## src/rtl/ro_puf_array.sv

```systemverilog
// Ring-oscillator PUF response generator.
// Measures NUM_PAIRS oscillator pairs in turn with one shared counter pair over
// a programmable clk-cycle window, and builds a response word plus a per-bit
// instability mask for the key/ID logic.
`timescale 1ns/1ps

module ro_puf_array #(
  parameter int unsigned NUM_PAIRS = 8,
  parameter int unsigned CNT_W     = 16,
  parameter int unsigned WIN_W     = 16,
  parameter int unsigned MARGIN    = 4
) (
  input  logic                   clk,
  input  logic                   rst,
  input  logic [2*NUM_PAIRS-1:0] ro_in,
  input  logic                   start,
  input  logic [WIN_W-1:0]       win_len,
  output logic                   busy,
  output logic                   done,
  output logic                   resp_valid,
  output logic [NUM_PAIRS-1:0]   response,
  output logic [NUM_PAIRS-1:0]   unstable,
  output logic                   sat
);

  localparam int unsigned   IDX_W    = (NUM_PAIRS > 1) ? $clog2(NUM_PAIRS) : 1;
  localparam int unsigned   RO_W     = 2 * NUM_PAIRS;
  localparam logic [CNT_W-1:0] CNT_MAX  = '1;
  localparam logic [IDX_W-1:0] LAST_IDX = IDX_W'(NUM_PAIRS - 1);
  localparam logic [WIN_W-1:0] WIN_ONE  = WIN_W'(1);

  typedef enum logic [2:0] {
    S_IDLE,
    S_CLEAR,
    S_MEASURE,
    S_COMPARE,
    S_DONE
  } state_t;

  state_t state;

  // Oscillator sampling chain: two metastability flops, then a history flop.
  logic [RO_W-1:0] sync1;
  logic [RO_W-1:0] sync2;
  logic [RO_W-1:0] hist;

  // Run bookkeeping.
  logic [IDX_W-1:0] idx;
  logic [WIN_W-1:0] win_lat;
  logic [WIN_W-1:0] win_cnt;
  logic [CNT_W-1:0] cnt_a;
  logic [CNT_W-1:0] cnt_b;

  // Selected-pair edge detection.
  logic sel_a;
  logic sel_b;
  logic hist_a;
  logic hist_b;
  logic rise_a;
  logic rise_b;

  // Pair comparison.
  logic             a_gt_b;
  logic [CNT_W:0]   diff;
  logic             close;

  // Synchronize every oscillator bit and keep one cycle of history. The
  // history flops follow the synchronized value every cycle, so when CLEAR
  // switches to a new pair its history already equals its current sync value
  // and no spurious edge appears at the start of MEASURE.
  // NOTE: every flop here, synchronizers included, gets an explicit async
  // reset value so a reset leaves no stale oscillator history behind.
  always_ff @(posedge clk or posedge rst) begin
    if (rst) begin
      sync1 <= '0;
      sync2 <= '0;
      hist  <= '0;
    end else begin
      sync1 <= ro_in;
      sync2 <= sync1;
      hist  <= sync2;
    end
  end

  // Route the selected pair's synchronized bits to the shared edge detectors.
  // NOTE: every output of this block gets a default first, so no path through
  // the loop leaves a value unassigned and no latch is inferred.
  always_comb begin
    sel_a  = 1'b0;
    sel_b  = 1'b0;
    hist_a = 1'b0;
    hist_b = 1'b0;
    for (int k = 0; k < NUM_PAIRS; k++) begin
      if (idx == IDX_W'(k)) begin
        sel_a  = sync2[2*k];
        sel_b  = sync2[2*k+1];
        hist_a = hist[2*k];
        hist_b = hist[2*k+1];
      end
    end
    rise_a = (state == S_MEASURE) && sel_a && !hist_a;
    rise_b = (state == S_MEASURE) && sel_b && !hist_b;
  end

  // Magnitude comparison on CNT_W+1 bits so the difference never wraps.
  always_comb begin
    a_gt_b = (cnt_a > cnt_b);
    if (a_gt_b) begin
      diff = {1'b0, cnt_a} - {1'b0, cnt_b};
    end else begin
      diff = {1'b0, cnt_b} - {1'b0, cnt_a};
    end
    close = (64'(diff) < 64'(MARGIN));
  end

  // Sequencer: clear, measure and compare each pair, then report.
  // NOTE: state and outputs are updated with non-blocking assignments so every
  // register sees the pre-edge value of every other register.
  always_ff @(posedge clk or posedge rst) begin
    if (rst) begin
      state      <= S_IDLE;
      idx        <= '0;
      win_lat    <= '0;
      win_cnt    <= '0;
      cnt_a      <= '0;
      cnt_b      <= '0;
      busy       <= 1'b0;
      done       <= 1'b0;
      resp_valid <= 1'b0;
      response   <= '0;
      unstable   <= '0;
      sat        <= 1'b0;
    end else begin
      done <= 1'b0;
      case (state)
        S_IDLE: begin
          if (start) begin
            // A zero-length window would never end; treat it as one cycle.
            win_lat    <= (win_len == '0) ? WIN_ONE : win_len;
            idx        <= '0;
            resp_valid <= 1'b0;
            response   <= '0;
            unstable   <= '0;
            sat        <= 1'b0;
            busy       <= 1'b1;
            state      <= S_CLEAR;
          end
        end

        S_CLEAR: begin
          cnt_a   <= '0;
          cnt_b   <= '0;
          win_cnt <= win_lat;
          state   <= S_MEASURE;
        end

        S_MEASURE: begin
          // Saturating counts; any increment refused at full scale is flagged.
          if (rise_a) begin
            if (cnt_a == CNT_MAX) begin
              sat <= 1'b1;
            end else begin
              cnt_a <= cnt_a + 1'b1;
            end
          end
          if (rise_b) begin
            if (cnt_b == CNT_MAX) begin
              sat <= 1'b1;
            end else begin
              cnt_b <= cnt_b + 1'b1;
            end
          end
          win_cnt <= win_cnt - 1'b1;
          if (win_cnt == WIN_ONE) begin
            state <= S_COMPARE;
          end
        end

        S_COMPARE: begin
          for (int k = 0; k < NUM_PAIRS; k++) begin
            if (idx == IDX_W'(k)) begin
              response[k] <= a_gt_b;
              unstable[k] <= close;
            end
          end
          if (idx == LAST_IDX) begin
            state <= S_DONE;
          end else begin
            idx   <= idx + 1'b1;
            state <= S_CLEAR;
          end
        end

        S_DONE: begin
          done       <= 1'b1;
          resp_valid <= 1'b1;
          busy       <= 1'b0;
          state      <= S_IDLE;
        end

        default: begin
          state <= S_IDLE;
        end
      endcase
    end
  end

endmodule

```

## config.mk

```make
export PLATFORM = sky130hd
export DESIGN_NAME = ro_puf_array
export DESIGN_NICKNAME = d
export VERILOG_FILES = /design/src/rtl/ro_puf_array.sv
export SDC_FILE = /design/constraint.sdc
export NUM_CORES = 1
export LEC_CHECK = 0
export ABC_CLOCK_PERIOD_IN_PS = 6600
export BUFFER_PORTS_ARGS = -buffer_cell sky130_fd_sc_hd__buf_2
export CORE_MARGIN = 2
export CORE_UTILIZATION = 65
export DETAILED_ROUTE_END_ITERATION = 8
export PLACE_DENSITY = 0.85
export SYNTH_ARGS = -nofsm -noshare
export SYNTH_HDL_FRONTEND = slang
export SYNTH_SLANG_ARGS = --single-unit
```

## constraint.sdc

```tcl
create_clock -name clk -period 6.6 [get_ports clk]
set_clock_uncertainty 0.2 [all_clocks]
set_input_delay 0.33 -clock clk [delete_from_list [all_inputs] [get_ports clk]]
set_output_delay 0.33 -clock clk [all_outputs]
set_load 0.02 [all_outputs]
```

==> run summary <==
CTS tree - built
largest net degree at the start of global routing - 77
1st-pass router iterations - 6
wire length on met3 - 1422 µm
Synth Net Count - 862
Yosys top cell area share - 46.89%
routed wl met2 - 10090 µm
Syn Inst Count - 785
final critical-path share of the clock period - 67.18%
Setup CP Type - reg2reg
RSZ-0062 raised after global routing - false
DRT antenna net count - 0
setup bufs post-CTS - 0
Tot GR Track Use - 34.15%
post-synth cell types - 69
CTS Root Buffer Type - clkbuf_16
setup total negative slack - 0 ns
die span in x - 110.4 µm
Top-Level Pins - 55
DP HPWL - 12680 µm
wire per inst - 20.33 µm
Slowest-stage cell, CP - a31oi_4
Area contributors post-synth - dfrtp_1 47%, ha_1 7.1%, nand2_1 5.5%
Area Growth Syn to Fin - 16.63%
Switch Pwr - 0.001513 W
Async SR Flop Fraction - 100.0%
final wirelength - 20530 µm
peak supply drop - 401.5 µV
top routing layer used - met4
Final Hold Fails - 0
Cell Area, Placed - 7672 µm²
cts bufs inserted - 17
status - completed
Power Density - 424.8 nW/µm²
Clock Path Buffers - 2
predominant post-synthesis flop cell - dfrtp_1
Post-synth EDFFs - 0
Crit Reg-Reg Startpoint - cnt_a[10]
aggregate global routing overflow - 0
first-pass GRT wire length - 33310 µm
clk slew on worst S/H paths - 0.06 ns
Die Ht - 110.4 µm
internal power - 0.002136 W
max cap viols - 0
antenna violations before repair - 0
Initial Util - 67.35%
sequential fraction of the synthesis area - 46.89%
DR vias - 6470
final period demand of the worst path - 4.434 ns
initial DRC count - 634
Synth area leader - dfrtp_1
Worst Setup End Kind - flip-flop
worst skew pair latency - 0.43 ns
actual slew at the worst max-slew pin - 0.9872 ns
synthesized area - 7365 µm²
startpoint types - flip-flop
Min Hold Slack - 0.09017 ns
Placer Congestion - 1.004
row cnt - 38
Leak - 3.931 nW
CP cell instances - inv_1 > ha_1 > nand4_1 > a2111o_1 > a31oi_4 > mux2i_1 > xor2_1 > o21ai_0 > nand4b_1 > o31ai_2
Post-layout nets - 934
share of cells above drive strength 1 - 12.41%
post-route cell area - 8589 µm²
combinational fraction of design power - 42.6%
critical path startpoint - cnt_a[10]
mean number of vias per cell - 6.406
# diodes - 0
crit path max fanout - 28
Rel. slew slack - 33.58%
Worst Path Arrival - 4.56 ns
clock share of power - 26.5%
synth warn - 0
commonest cells after routing, fill and taps aside - 138 x dfrtp_1, 107 x nand2_1, 63 x nor2_1
Overall Power - 0.003649 W
PortBufs - 54
Worst path max stage delay - 0.77 ns
syn_area_per_cell - 9.382 µm²
Die Area - 12200 µm²
core area - 10940 µm²
commonest non-fill, non-tap cell in the layout - dfrtp_1
Slew Limit Fails - 0
H-tree depth - 4
class of the most critical hold timing path - in2reg
drc violations - 0
CP Data Required Time - 6.73 ns
wire length on met1 - 8101 µm
number of synthesized register bits - 138
Final setup viols - 0
CTS sink count - 138
Max Clk Rate - 225.5 MHz
part of the power in registers - 30.9%
Sw Share - 41.46%
vias in the first global route - 6571
Hold Startpoint - win_len[0]
## per-stage QoR
step / utilization (%) / setup slack (ns) / cells
finish: 78.55 / 2.166 / 1010
global route: 78.55 / 1.920 / 1010
CTS: 78.55 / 2.201 / 1010
detailed placement: 70.16 / 2.218 / 946
global placement: 70.16 / 2.373 / 946
floorplan: - / 2.374 / 785
## path summary, 6_finish.rpt
path / to / slack, ns / cells after the start
min in group asynchronous: unstable[1] / 0.47 / 3
worst min register to register: sync2[7] / 0.14 / 0
worst min-delay path: win_lat[0] / 0.09 / 3
worst max-delay path: unstable[2] / 2.17 / 10
worst max register to register: unstable[2] / 2.17 / 10
max in group asynchronous: cnt_a[6] / 4.41 / 4
## per-layer routing
layer / up-vias / global-route usage (%)
li1: 2905 / -
met1: 3132 / 42.25
met2: 356 / 56.03
met3: 77 / 8.562
met4: 0 / 16.92
met5: - / 0
## final cells by class
class / count / area, µm²
multi-input cells: 558 / 3550
flip-flops and latches: 138 / 3453
fillers: 691 / 2346
repair buffers: 89 / 613.1
clock buffers: 18 / 439.2
inverters: 53 / 201.4
well taps: 140 / 175.2
clock inverters: 14 / 157.7
## cell families after synthesis
| logic type | count (synthesis) | share of synthesized area (%) |
|---|---|---|
| buffers and inverters | 89 | 4.978 |
| muxes | 10 | 1.376 |
| adders and majority gates | 42 | 7.136 |
| AOI/OAI and AO/OA | 185 | 16.79 |
| xor gates and xnor gates | 30 | 3.568 |
| DFF | 138 | 46.89 |
| and+or+nand+nor | 291 | 19.27 |
## worst max-delay path, delay by kind of cell, from the launching register on
| kind | cells | cell delay, ns |
|---|---|---|
| XOR/XNOR | 1 | 0.18 |
| multiplexers | 1 | 0.48 |
| AND/OR/NAND/NOR | 2 | 0.78 |
| flip-flops | 1 | 0.43 |
| adder cells (fa/ha/maj) | 1 | 0.49 |
| buffers and inverters | 1 | 0.07 |
| AO/OA/AOI/OAI | 4 | 1.69 |
## registers in the layout, summed over array words and instances (netlist names), 8 cells and up
register,count
sync2,16
sync1,16
cnt_b,16
hist,16
win_lat,16
cnt_a,16
unstable,8
response,8
win_cnt,16
## cell usage after synthesis, drive strengths merged, types with 9 or more instances
| cell | number |
|---|---|
| dfrtp | 138 |
| nand2 | 107 |
| nor2 | 63 |
| a21oi | 54 |
| o21ai | 53 |
| inv | 52 |
| ha | 42 |
| xnor2 | 28 |
| clkbuf | 23 |
| nor3 | 20 |
| nand4 | 16 |
| buf | 13 |
| nand3 | 13 |
| o31ai | 12 |
| or3 | 11 |
| mux2i | 9 |
| nor4 | 9 |
## power by group through the flow
| stage | logic [W] | clock network [W] | registers [W] |
|---|---|---|---|
| floorplan | 0.00115 | 0 | 0.00111 |
| global placement | 0.00142 | 0 | 0.00112 |
| detailed placement | 0.00146 | 0 | 0.00113 |
| CTS | 0.00149 | 0.000963 | 0.00112 |
| global route | 0.00167 | 0.00101 | 0.00114 |
| finish | 0.00155 | 0.000967 | 0.00113 |
## repair_timing
action,4_1_cts,5_1_grt
setup endpoints to repair,0,0
hold buffers,32,0
hold endpoints to repair,106,0
resized for setup,0,0
Power figures use the tool's default switching activity.
